===== src/rtl/seq_alu_if.sv =====
// Execute-stage ALU bus: operands, opcode and request from the control unit;
// result, flags and the start/busy/done handshake back from the ALU.
interface seq_alu_if #(
  parameter int WIDTH = 32
);
  // Handshake: a request is taken on a rising edge where start=1 and busy=0.
  // Each accepted request yields exactly one done pulse. R/Z/V are valid in
  // that cycle and hold until the next done. start with busy=1 is dropped.
  logic             start;
  logic [WIDTH-1:0] X;
  logic [WIDTH-1:0] Y;
  logic [2:0]       Aluc;
  logic             busy;
  logic             done;
  logic [WIDTH-1:0] R;
  logic             Z;
  logic             V;
  logic             state;

  modport master (output start, X, Y, Aluc, input busy, done, R, Z, V, state);
  modport slave  (input start, X, Y, Aluc, output busy, done, R, Z, V, state);
endinterface


===== src/rtl/seq_alu.sv =====
// Registered ALU: single-cycle ADD/SUB/AND/OR/XOR/SLT, plus an iterative
// shift-add unsigned multiply that returns either half of the product.
module seq_alu #(
  parameter int WIDTH = 32
) (
  input logic      clk,
  input logic      clrn,
  seq_alu_if.slave bus
);
  localparam int CW  = $clog2(WIDTH + 1);
  localparam int MSB = WIDTH - 1;

  localparam logic [0:0] S_IDLE = 1'b0;
  localparam logic [0:0] S_MUL  = 1'b1;

  logic [0:0]       state;
  logic [WIDTH-1:0] mcand;
  logic [WIDTH-1:0] mplier;
  logic [WIDTH-1:0] acc;
  logic [CW-1:0]    cnt;
  logic             mul_hi;
  logic [WIDTH-1:0] r_q;
  logic             z_q;
  logic             v_q;
  logic             done_q;

  logic [WIDTH:0]   step_sum;
  logic [WIDTH-1:0] acc_nxt;
  logic [WIDTH-1:0] mplier_nxt;
  logic [WIDTH-1:0] mul_res;
  logic [WIDTH-1:0] alu_r;
  logic             alu_v;
  logic             accept;

  // One shift-add step; after the last step {acc, mplier} holds the product.
  always_comb begin
    step_sum   = {1'b0, acc} + (mplier[0] ? {1'b0, mcand} : '0);
    acc_nxt    = step_sum[WIDTH:1];
    mplier_nxt = {step_sum[0], mplier[WIDTH-1:1]};
    mul_res    = mul_hi ? acc_nxt : mplier_nxt;
  end

  always_comb begin
    alu_r = '0;
    alu_v = 1'b0;
    case (bus.Aluc)
      3'b000: begin
        alu_r = bus.X + bus.Y;
        alu_v = (bus.X[MSB] == bus.Y[MSB]) && (alu_r[MSB] != bus.X[MSB]);
      end
      3'b001: begin
        alu_r = bus.X - bus.Y;
        alu_v = (bus.X[MSB] != bus.Y[MSB]) && (alu_r[MSB] != bus.X[MSB]);
      end
      3'b010:  alu_r = bus.X & bus.Y;
      3'b011:  alu_r = bus.X | bus.Y;
      3'b100:  alu_r = bus.X ^ bus.Y;
      3'b101:  alu_r = {{(WIDTH-1){1'b0}}, ($signed(bus.X) < $signed(bus.Y))};
      default: alu_r = '0;
    endcase
  end

  assign accept = bus.start && (state == S_IDLE);

  always_ff @(posedge clk or negedge clrn) begin
    if (!clrn) begin
      state  <= S_IDLE;
      mcand  <= '0;
      mplier <= '0;
      acc    <= '0;
      cnt    <= '0;
      mul_hi <= 1'b0;
      r_q    <= '0;
      z_q    <= 1'b1;
      v_q    <= 1'b0;
      done_q <= 1'b0;
    end else begin
      done_q <= 1'b0;
      if (state == S_IDLE) begin
        if (accept) begin
          if (bus.Aluc[2:1] != 2'b11) begin
            r_q    <= alu_r;
            z_q    <= ~|alu_r;
            v_q    <= alu_v;
            done_q <= 1'b1;
          end else begin
            mcand  <= bus.X;
            mplier <= bus.Y;
            acc    <= '0;
            cnt    <= CW'(WIDTH);
            mul_hi <= bus.Aluc[0];
            state  <= S_MUL;
          end
        end
      end else begin
        acc    <= acc_nxt;
        mplier <= mplier_nxt;
        cnt    <= cnt - CW'(1);
        if (cnt == CW'(1)) begin
          r_q    <= mul_res;
          z_q    <= ~|mul_res;
          v_q    <= 1'b0;
          done_q <= 1'b1;
          state  <= S_IDLE;
        end
      end
    end
  end

  assign bus.busy  = (state == S_MUL);
  assign bus.done  = done_q;
  assign bus.R     = r_q;
  assign bus.Z     = z_q;
  assign bus.V     = v_q;
  assign bus.state = state;
endmodule


===== src/flat_wrapper.sv =====
// flat-port wrapper written by rule: the top's interface ports become plain ports
module seq_alu_flat 
#(
  parameter int WIDTH = 32
)
  (clk, clrn, bus_start, bus_X, bus_Y, bus_Aluc, bus_busy, bus_done, bus_R, bus_Z, bus_V, bus_state);
  seq_alu_if #(.WIDTH(WIDTH)) bus_i ();
  input logic clk;
  input logic clrn;
  input wire logic [$bits(bus_i.start)-1:0] bus_start;
  input wire logic [$bits(bus_i.X)-1:0] bus_X;
  input wire logic [$bits(bus_i.Y)-1:0] bus_Y;
  input wire logic [$bits(bus_i.Aluc)-1:0] bus_Aluc;
  output wire logic [$bits(bus_i.busy)-1:0] bus_busy;
  output wire logic [$bits(bus_i.done)-1:0] bus_done;
  output wire logic [$bits(bus_i.R)-1:0] bus_R;
  output wire logic [$bits(bus_i.Z)-1:0] bus_Z;
  output wire logic [$bits(bus_i.V)-1:0] bus_V;
  output wire logic [$bits(bus_i.state)-1:0] bus_state;
  assign bus_i.start = bus_start;
  assign bus_i.X = bus_X;
  assign bus_i.Y = bus_Y;
  assign bus_i.Aluc = bus_Aluc;
  assign bus_busy = bus_i.busy;
  assign bus_done = bus_i.done;
  assign bus_R = bus_i.R;
  assign bus_Z = bus_i.Z;
  assign bus_V = bus_i.V;
  assign bus_state = bus_i.state;
  seq_alu #(.WIDTH(WIDTH)) u_core (.clk(clk), .clrn(clrn), .bus(bus_i));
endmodule

===== config.mk =====
export PLATFORM = sky130hd
export DESIGN_NAME = seq_alu_flat
export DESIGN_NICKNAME = d
export VERILOG_FILES = /design/src/rtl/seq_alu_if.sv /design/src/rtl/seq_alu.sv /design/src/flat_wrapper.sv
export SDC_FILE = /design/constraint.sdc
export NUM_CORES = 1
export LEC_CHECK = 0
export ABC_AREA = 1
export CORE_MARGIN = 5
export CORE_UTILIZATION = 39
export DETAILED_ROUTE_END_ITERATION = 7
export GPL_TIMING_DRIVEN = 0
export SLEW_MARGIN = 20
export SYNTH_ARGS = -nofsm -noshare
export SYNTH_HDL_FRONTEND = slang
export SYNTH_SLANG_ARGS = --single-unit

===== constraint.sdc =====
create_clock -name clk -period 3.2 [get_ports clk]
set_input_delay 0.64 -clock clk [delete_from_list [all_inputs] [get_ports clk]]
set_output_delay 0.64 -clock clk [all_outputs]
set_load 0.05 [all_outputs]

==> run metrics, run 1 <==
routed wire length 64000 um; # DRC 0; post-DP HPWL 52500 um; critical path fanouts, max 8; PwrDens between 600 and 700 nW/um2; Crit. End Element flip-flop; GRT Overall Usage between 20 and 30%; share of flip-flops with an asynchronous set or reset 100%; Ant. Diodes 0; crit path DAT between 3 and 4 ns; pin slew with the least headroom to its limit between 0.8 and 0.9 ns; number of global-route vias before repair 16521; routing usage on met2 48.8%; Clock transition at path regs 0.06 ns; vias between 15000 and 20000; Buffers on Ports about 110; Crit. path cell count 21; number of I/O pins around 110; cell mode on critical path nand2_1; GR Util met1 a little under two fifths; slowest CP cell dlygate4sd2_1; CTS buffer count 17; Achievable Freq between 0.3 and 0.4 GHz; post-synth cell types between 40 and 50; crit path launch type primary input; hold crit path type primary input to async pin; Sink Count 139; H-tree Lvls 4; clock skew around 0.01 ns; largest net degree at the start of global routing around 80; cell count of the worst reg-to-reg path 21; Die Wd about 210 um; final net count around 2900; WL per Instance roughly 20 um; DRT antenna net count 0; post-synthesis cell count 2548; final setup TNS 0 ns; Placeable Area roughly 39000 um2; die height about 210 um; Buf/Inv on CP 4; routability cong. 1.00; Initial Util about 40%; Syn-to-layout area delta 24.4%; Max Cap Viol 0; Mapped Avg Cell Area 6.05 um2; Starting DRT DRC Count 1317; Post-Syn Area 15400 um2; worst vdd ir just under 0.4 mV; sequential-to-total area share from yosys stat a little under a quarter; Leak roughly 10 nW; crit-path leading delay family simple AND/OR/NAND/NOR gates; first-pass GRT wire length between 90000 and 100000 um; GR peak layer met2; syn nets roughly 2800; Rows 72; Worst-Skew Late Latency ~0.44 ns; status complete, no violations; hold slack approximately 0.19 ns; initial antenna violation count 1; Die Area 43600 um2; GR Overflow Total 0; Longest Clk Path Bufs 2; Setup Viol. Count Final 0; slowest stage delay, CP ~0.41 ns; Critical Path RT 3.58 ns; crit share post-route a little over nine tenths; post-layout min period 3.03 ns; share of cells above drive strength 1 about 16%; Synth Register Bits 139; DR vias/cell roughly 5.3; Final Hold Violating Endpoints 0; GRT met3 Usage about 2.3%; worst setup path class primary input to flip-flop; slew margin rel. between 40% and 50%; EDFF count, synth 0; CTS tree done; Slew Viols, Final 0; ys flop type dfrtp_1; Ys Warns 0; Clock Tree Root clkbuf_16; crit path cell chain dlygate4sd2_1 -> inv_1 -> ha_1 -> buf_6 -> nand2_2 -> inv_1 -> nand2_1 -> a21oi_2 -> nor2_1 -> nor2_1 -> nor2_1 -> nand3_1 -> nand3_1 -> nand3_2 -> nor2_1 -> nand2_1 -> nor2_1 -> nand2_1 -> nand2_1 -> nand2_1 -> nand2_1; Detailed Routing Iterations Pass 1 7
where the power goes:
part | switching, mW | leakage, nW | internal, mW
Clock | 0.808 | 0.325 | 1.51
Sequential | 0.525 | 1.78 | 2.57
Combinational | 4.97 | 8.23 | 2.52
Total | 6.31 | 10.3 | 6.60
layout by cell type, fill, tap and decap left out, drive strengths merged, types with 16 or more instances in the layout:
cell and n:
a21oi 115, buf 76, clkbuf 72, clkdlybuf4s50 49, dfrtp 138, dlygate4sd2 16
dlymetal6s2s 31, ha 137, inv 446, nand2 859, nand3 199, nand4 24
nor2 238, nor3 27, o21ai 129, o221ai 25, o22ai 30
cells in the mapped netlist, types with 4 or more instances:
cell type / count / area, um2
nand2_1: 830 / 3120
inv_1: 432 / 1620
nor2_1: 212 / 796
nand3_1: 194 / 971
dfrtp_1: 138 / 3450
ha_1: 137 / 1710
o21ai_0: 126 / 631
a21oi_1: 112 / 561
clkbuf_1: 43 / 161
o22ai_1: 30 / 188
nand2_2: 28 / 175
o221ai_1: 25 / 219
nand4_1: 24 / 150
nor2_2: 24 / 150
nor3_1: 23 / 115
buf_6: 17 / 191
inv_2: 16 / 60.1
a32o_1: 15 / 150
a22o_1: 12 / 105
o211ai_1: 12 / 90.1
buf_2: 10 / 50.1
buf_4: 10 / 75.1
nand3b_1: 9 / 67.6
xor2_1: 8 / 70.1
o21bai_1: 7 / 52.6
buf_1: 6 / 22.5
and2_1: 5 / 31.3
nand3_2: 5 / 50.1
o21a_1: 5 / 37.5
nor3_2: 4 / 40.0
registers in the layout, indices dropped and copies added (netlist names):
register / flops
u_core.acc: 32
u_core.bus.V: 1
u_core.mcand: 32
u_core.cnt: 6
u_core.mul_hi: 1
u_core.bus.Z: 1
u_core.mplier: 32
u_core.bus.busy: 1
u_core.bus.done: 1
u_core.bus.R: 32
final timing paths:
check,start,endpoint,slack [ns]
hold / removal,clrn,u_core.bus.R[5],0.19
max in group asynchronous,clrn,u_core.bus.Z,2.23
setup reg to reg,u_core.mplier[0],u_core.bus.Z,0.18
setup / recovery,bus_Y[18],u_core.bus.Z,0.17
min in group clk,u_core.bus.Z,u_core.bus.Z,0.47
hold reg to reg,u_core.bus.Z,u_core.bus.Z,0.47
what timing repair did:
item,CTS,global route
hold buffers,0,0
pin swaps,5,45
buffers inserted,6,24
setup endpoints to repair,29,15
gates resized for setup,88,303
gates cloned,0,1
layer usage:
| layer | vias to the layer above | part of all wire, % | routed length [um] |
|---|---|---|---|
| met3 | 124 | 5.5 | 3530 |
| met5 | - | 0.022 | 14 |
| met1 | 8116 | 43 | 27300 |
| li1 | 8355 | - | - |
| met4 | 2 | 4.2 | 2670 |
| met2 | 600 | 48 | 30400 |
cell type report:
cell class	instances	area, um2
fillers	4026	19700
multi-input cells	1870	10700
flip-flops and latches	139	3480
inverters	450	1700
repair buffers	137	1350
well taps	518	648
plain buffers	87	583
clock buffers	22	464
clock inverters	10	214
cells by family (layout without fill, tap and decap cells):
| group | Yosys count | after routing | share of synthesized area (%) |
|---|---|---|---|
| buffers and inverters | 539 | 706 | 14.5 |
| AND/OR/NAND/NOR | 1366 | 1366 | 37.2 |
| flip-flops | 139 | 139 | 22.6 |
| XOR/XNOR | 9 | 9 | 0.512 |
| AO/OA/AOI/OAI | 355 | 355 | 13.7 |
| adder cells (fa/ha/maj) | 140 | 140 | 11.5 |
stage by stage:
stage	area, um2	total power, mW	utilization, %	worst slack (ns)	instances
CTS	18000	12.3	46.5	0.00507	3209
global placement	17100	9.75	44.1	-4.30	3171
floorplan	15400	7.51	-	0.347	2548
detailed placement	17100	9.84	44.1	-0.904	3172
global route	19200	13.7	49.3	-0.113	3233
finish	19200	12.9	49.3	0.166	3233
(Power assumes the default switching activity.)
==> inputs of run 2 (changes only) <==
--- a/config.mk
+++ b/config.mk
@@ -6,10 +6,12 @@
 export NUM_CORES = 1
 export LEC_CHECK = 0
 export ABC_AREA = 1
+export CAP_MARGIN = 20
 export CORE_MARGIN = 5
 export CORE_UTILIZATION = 39
 export DETAILED_ROUTE_END_ITERATION = 7
 export GPL_TIMING_DRIVEN = 0
+export PLACE_DENSITY_LB_ADDON = 0.05
 export SLEW_MARGIN = 20
 export SYNTH_ARGS = -nofsm -noshare
 export SYNTH_HDL_FRONTEND = slang
==> run metrics, run 2 (synthesized netlist as in run 1, its figures left out) <==
hold crit path type primary input to async pin (unchanged); Clock transition at path regs 0.06 ns (about the same); WL per Instance 20.6 um (was 19.8 um); first-pass GRT wire length 98700 um (was 95500 um); Buf/Inv on CP 3 (was 4); Buffers on Ports 105 (unchanged); Die Area 43600 um2 (unchanged); slew margin rel. 39.6% (was 44.5%); crit share post-route 96.9% (was 94.8%); Clock Tree Root clkbuf_16 (unchanged); slowest CP cell clkdlybuf4s50_1 (was dlygate4sd2_1); Syn-to-layout area delta 24.4% (about the same); Final Hold Violating Endpoints 0 (unchanged); Reg-to-Reg Start u_core.mplier[0] (unchanged); crit-path leading delay family simple AND/OR/NAND/NOR gates (unchanged); Ant. Diodes 0 (unchanged); CTS buffer count 17 (unchanged); Worst-Skew Late Latency 0.45 ns (was 0.44 ns); Crit. End Element flip-flop (unchanged); routability cong. 0.987 (was 1.00); H-tree Lvls 4 (unchanged); pre-CTS setup slack -1.03 ns (was -0.904 ns); dpl cells 3172 (unchanged); DRT antenna net count 0 (unchanged); pin slew with the least headroom to its limit 0.906 ns (was 0.832 ns); worst setup path class primary input to flip-flop (unchanged); Sink Count 139 (unchanged); Max Cap Viol 0 (unchanged); cell count of the worst reg-to-reg path 20 (was 21); GR Overflow Total 0 (unchanged); crit path cell chain clkdlybuf4s50_1 -> inv_1 -> ha_4 -> inv_2 -> nand2_1 -> nand2_2 -> nand3_2 -> nand2_4 -> nand2_2 -> nand2_2 -> nand2_1 -> nand2_2 -> nand2_1 -> nand2_1 -> nor2_1 -> nor2_2 -> nand2_1 -> nor2_1 -> nand2_1 -> nor2_1 -> nand2_1 -> nand2_1 -> nand2_2 -> nand2_1 (was dlygate4sd2_1 -> inv_1 -> ha_1 -> buf_6 -> nand2_2 -> inv_1 -> nand2_1 -> a21oi_2 -> nor2_1 -> nor2_1 -> nor2_1 -> nand3_1 -> nand3_1 -> nand3_2 -> nor2_1 -> nand2_1 -> nor2_1 -> nand2_1 -> nand2_1 -> nand2_1 -> nand2_1); initial antenna violation count 0 (was 1); crit path DAT 3.49 ns (was 3.42 ns); Rows 72 (unchanged); number of I/O pins 107 (unchanged); filler cell count 4185 (was 4026); largest net degree at the start of global routing 96 (was 82); fin cells 3240 (was 3233); GRT Overall Usage 29.6% (was 28.2%); Final WS setup 0.0984 ns (was 0.166 ns); Slew Viols, Final 0 (unchanged); worst vdd ir 0.507 mV (was 0.397 mV); clock skew 0.0109 ns (was 0.0101 ns); # DRC 0 (unchanged); final net count 2919 (was 2912); Achievable Freq 0.322 GHz (was 0.330 GHz); crit path launch type primary input (unchanged); share of cells above drive strength 1 16.7% (was 16.2%); post-layout min period 3.10 ns (was 3.03 ns); commonest cells after routing, fill and taps aside 758 x nand2_1, 410 x inv_1, 162 x nor2_1 (was 775 x nand2_1, 401 x inv_1, 167 x nand3_1); DR vias/cell 5.27 (was 5.32); vias 17068 (was 17197); number of global-route vias before repair 16746 (was 16521); Overall Power 12.7 mW (was 12.9 mW); post-DP HPWL 55600 um (was 52500 um); Die Wd 209 um (unchanged); Critical Path RT 3.59 ns (was 3.58 ns); CTS tree done (unchanged); die height 209 um (unchanged); Setup Viol. Count Final 0 (unchanged); Detailed Routing Iterations Pass 1 6 (was 7); commonest non-fill, non-tap cell in the layout nand2_1 (unchanged); slowest stage delay, CP 0.53 ns (was 0.41 ns); Starting DRT DRC Count 1261 (was 1317); Worst R2R Setup Slack 0.13 ns (was 0.18 ns); critical path fanouts, max 7 (was 8); cell mode on critical path nand2_1 (unchanged); hold slack 0.0945 ns (was 0.187 ns); routed wire length 66700 um (was 64000 um); Initial Util 39.7% (unchanged); Longest Clk Path Bufs 2 (unchanged); PwrDens 665 nW/um2 (was 673 nW/um2); Placeable Area 38800 um2 (unchanged); Leak 10.3 nW (about the same); status complete, no violations (unchanged); worst flop-to-flop path endpoint u_core.bus.Z (unchanged); sequential standard cell area 3480 um2 (unchanged); Multi-input gate area 10800 um2 (was 10700 um2)
-- run 2: report_power, final --
part | internal (mW) | total (mW) | switching (mW)
registers | 2.57 | 3.09 | 0.525
logic | 2.51 | 7.51 | 5.00
clock network | 1.33 | 2.13 | 0.806
total | 6.40 | 12.7 | 6.33
-- run 2: worst register-to-register path: stages (launching register included) --
cell and delay [ns]:
dfrtp_2 0.45, buf_4 0.19, nand2_1 0.12, inv_1 0.06, ha_1 0.37, nand2_1 0.10
nand2_1 0.07, inv_1 0.07, nand2_2 0.09, buf_4 0.15, buf_4 0.12, xor2_1 0.18
o21ai_1 0.19, nand2_1 0.09, nor3_2 0.11, nand3_1 0.18, nor2_4 0.17, nand4_1 0.11
nand2_1 0.09, nand2_2 0.06, nand2_1 0.06
-- run 2: per-stage QoR --
step / util [%] / instance area (um2) / TNS, ns
after floorplan: - / 15400 / 0
after global placement: 44.1 / 17100 / -617.76
after detailed placement: 44.1 / 17100 / -14.38
after CTS: 46.9 / 18200 / 0
after global routing: 49.3 / 19200 / -0.0288
final: 49.3 / 19200 / 0
-- run 2: cell type report --
type                    count  area share, %
clock buffers              22           2.58
inverters                 450           8.84
flip-flops and latches    139           18.2
repair buffers            145           7.18
well taps                 518           3.38
multi-input cells        1870           56.1
clock inverters            10          0.705
plain buffers              86           3.00
-- run 2: repair_timing --
item	in CTS	in global routing
buffers inserted	13	24
resized for setup	144	240
pin swaps	14	61
endpoints found under the setup margin	33	11
hold endpoints to repair	0	0
hold buffers	0	0
gates cloned	0	2
-- run 2: worst max-delay path by stage --
| stage | from | endpoint | depth (start not counted) |
|---|---|---|---|
| after global routing | bus_X[2] | u_core.bus.Z | 24 |
| after CTS | bus_X[20] | u_core.bus.Z | 23 |
| after global placement | clrn | u_core.acc[29] | 1 |
| after floorplan | u_core.mplier[0] | u_core.bus.Z | 26 |
| final | bus_X[2] | u_core.bus.Z | 24 |
| after detailed placement | bus_Y[10] | u_core.bus.Z | 21 |
-- run 2: routing by layer --
metal  wire (um)  track usage [%]  vias to the layer above  share of wire (%)
li1            -                -                     8369                  -
met1       29500             39.4                     8069                 44
met2       31100             50.3                      530                 47
met3        3680             3.52                      100                5.5
met4        2390             9.32                        0                3.6
met5           0                0                        -                  0
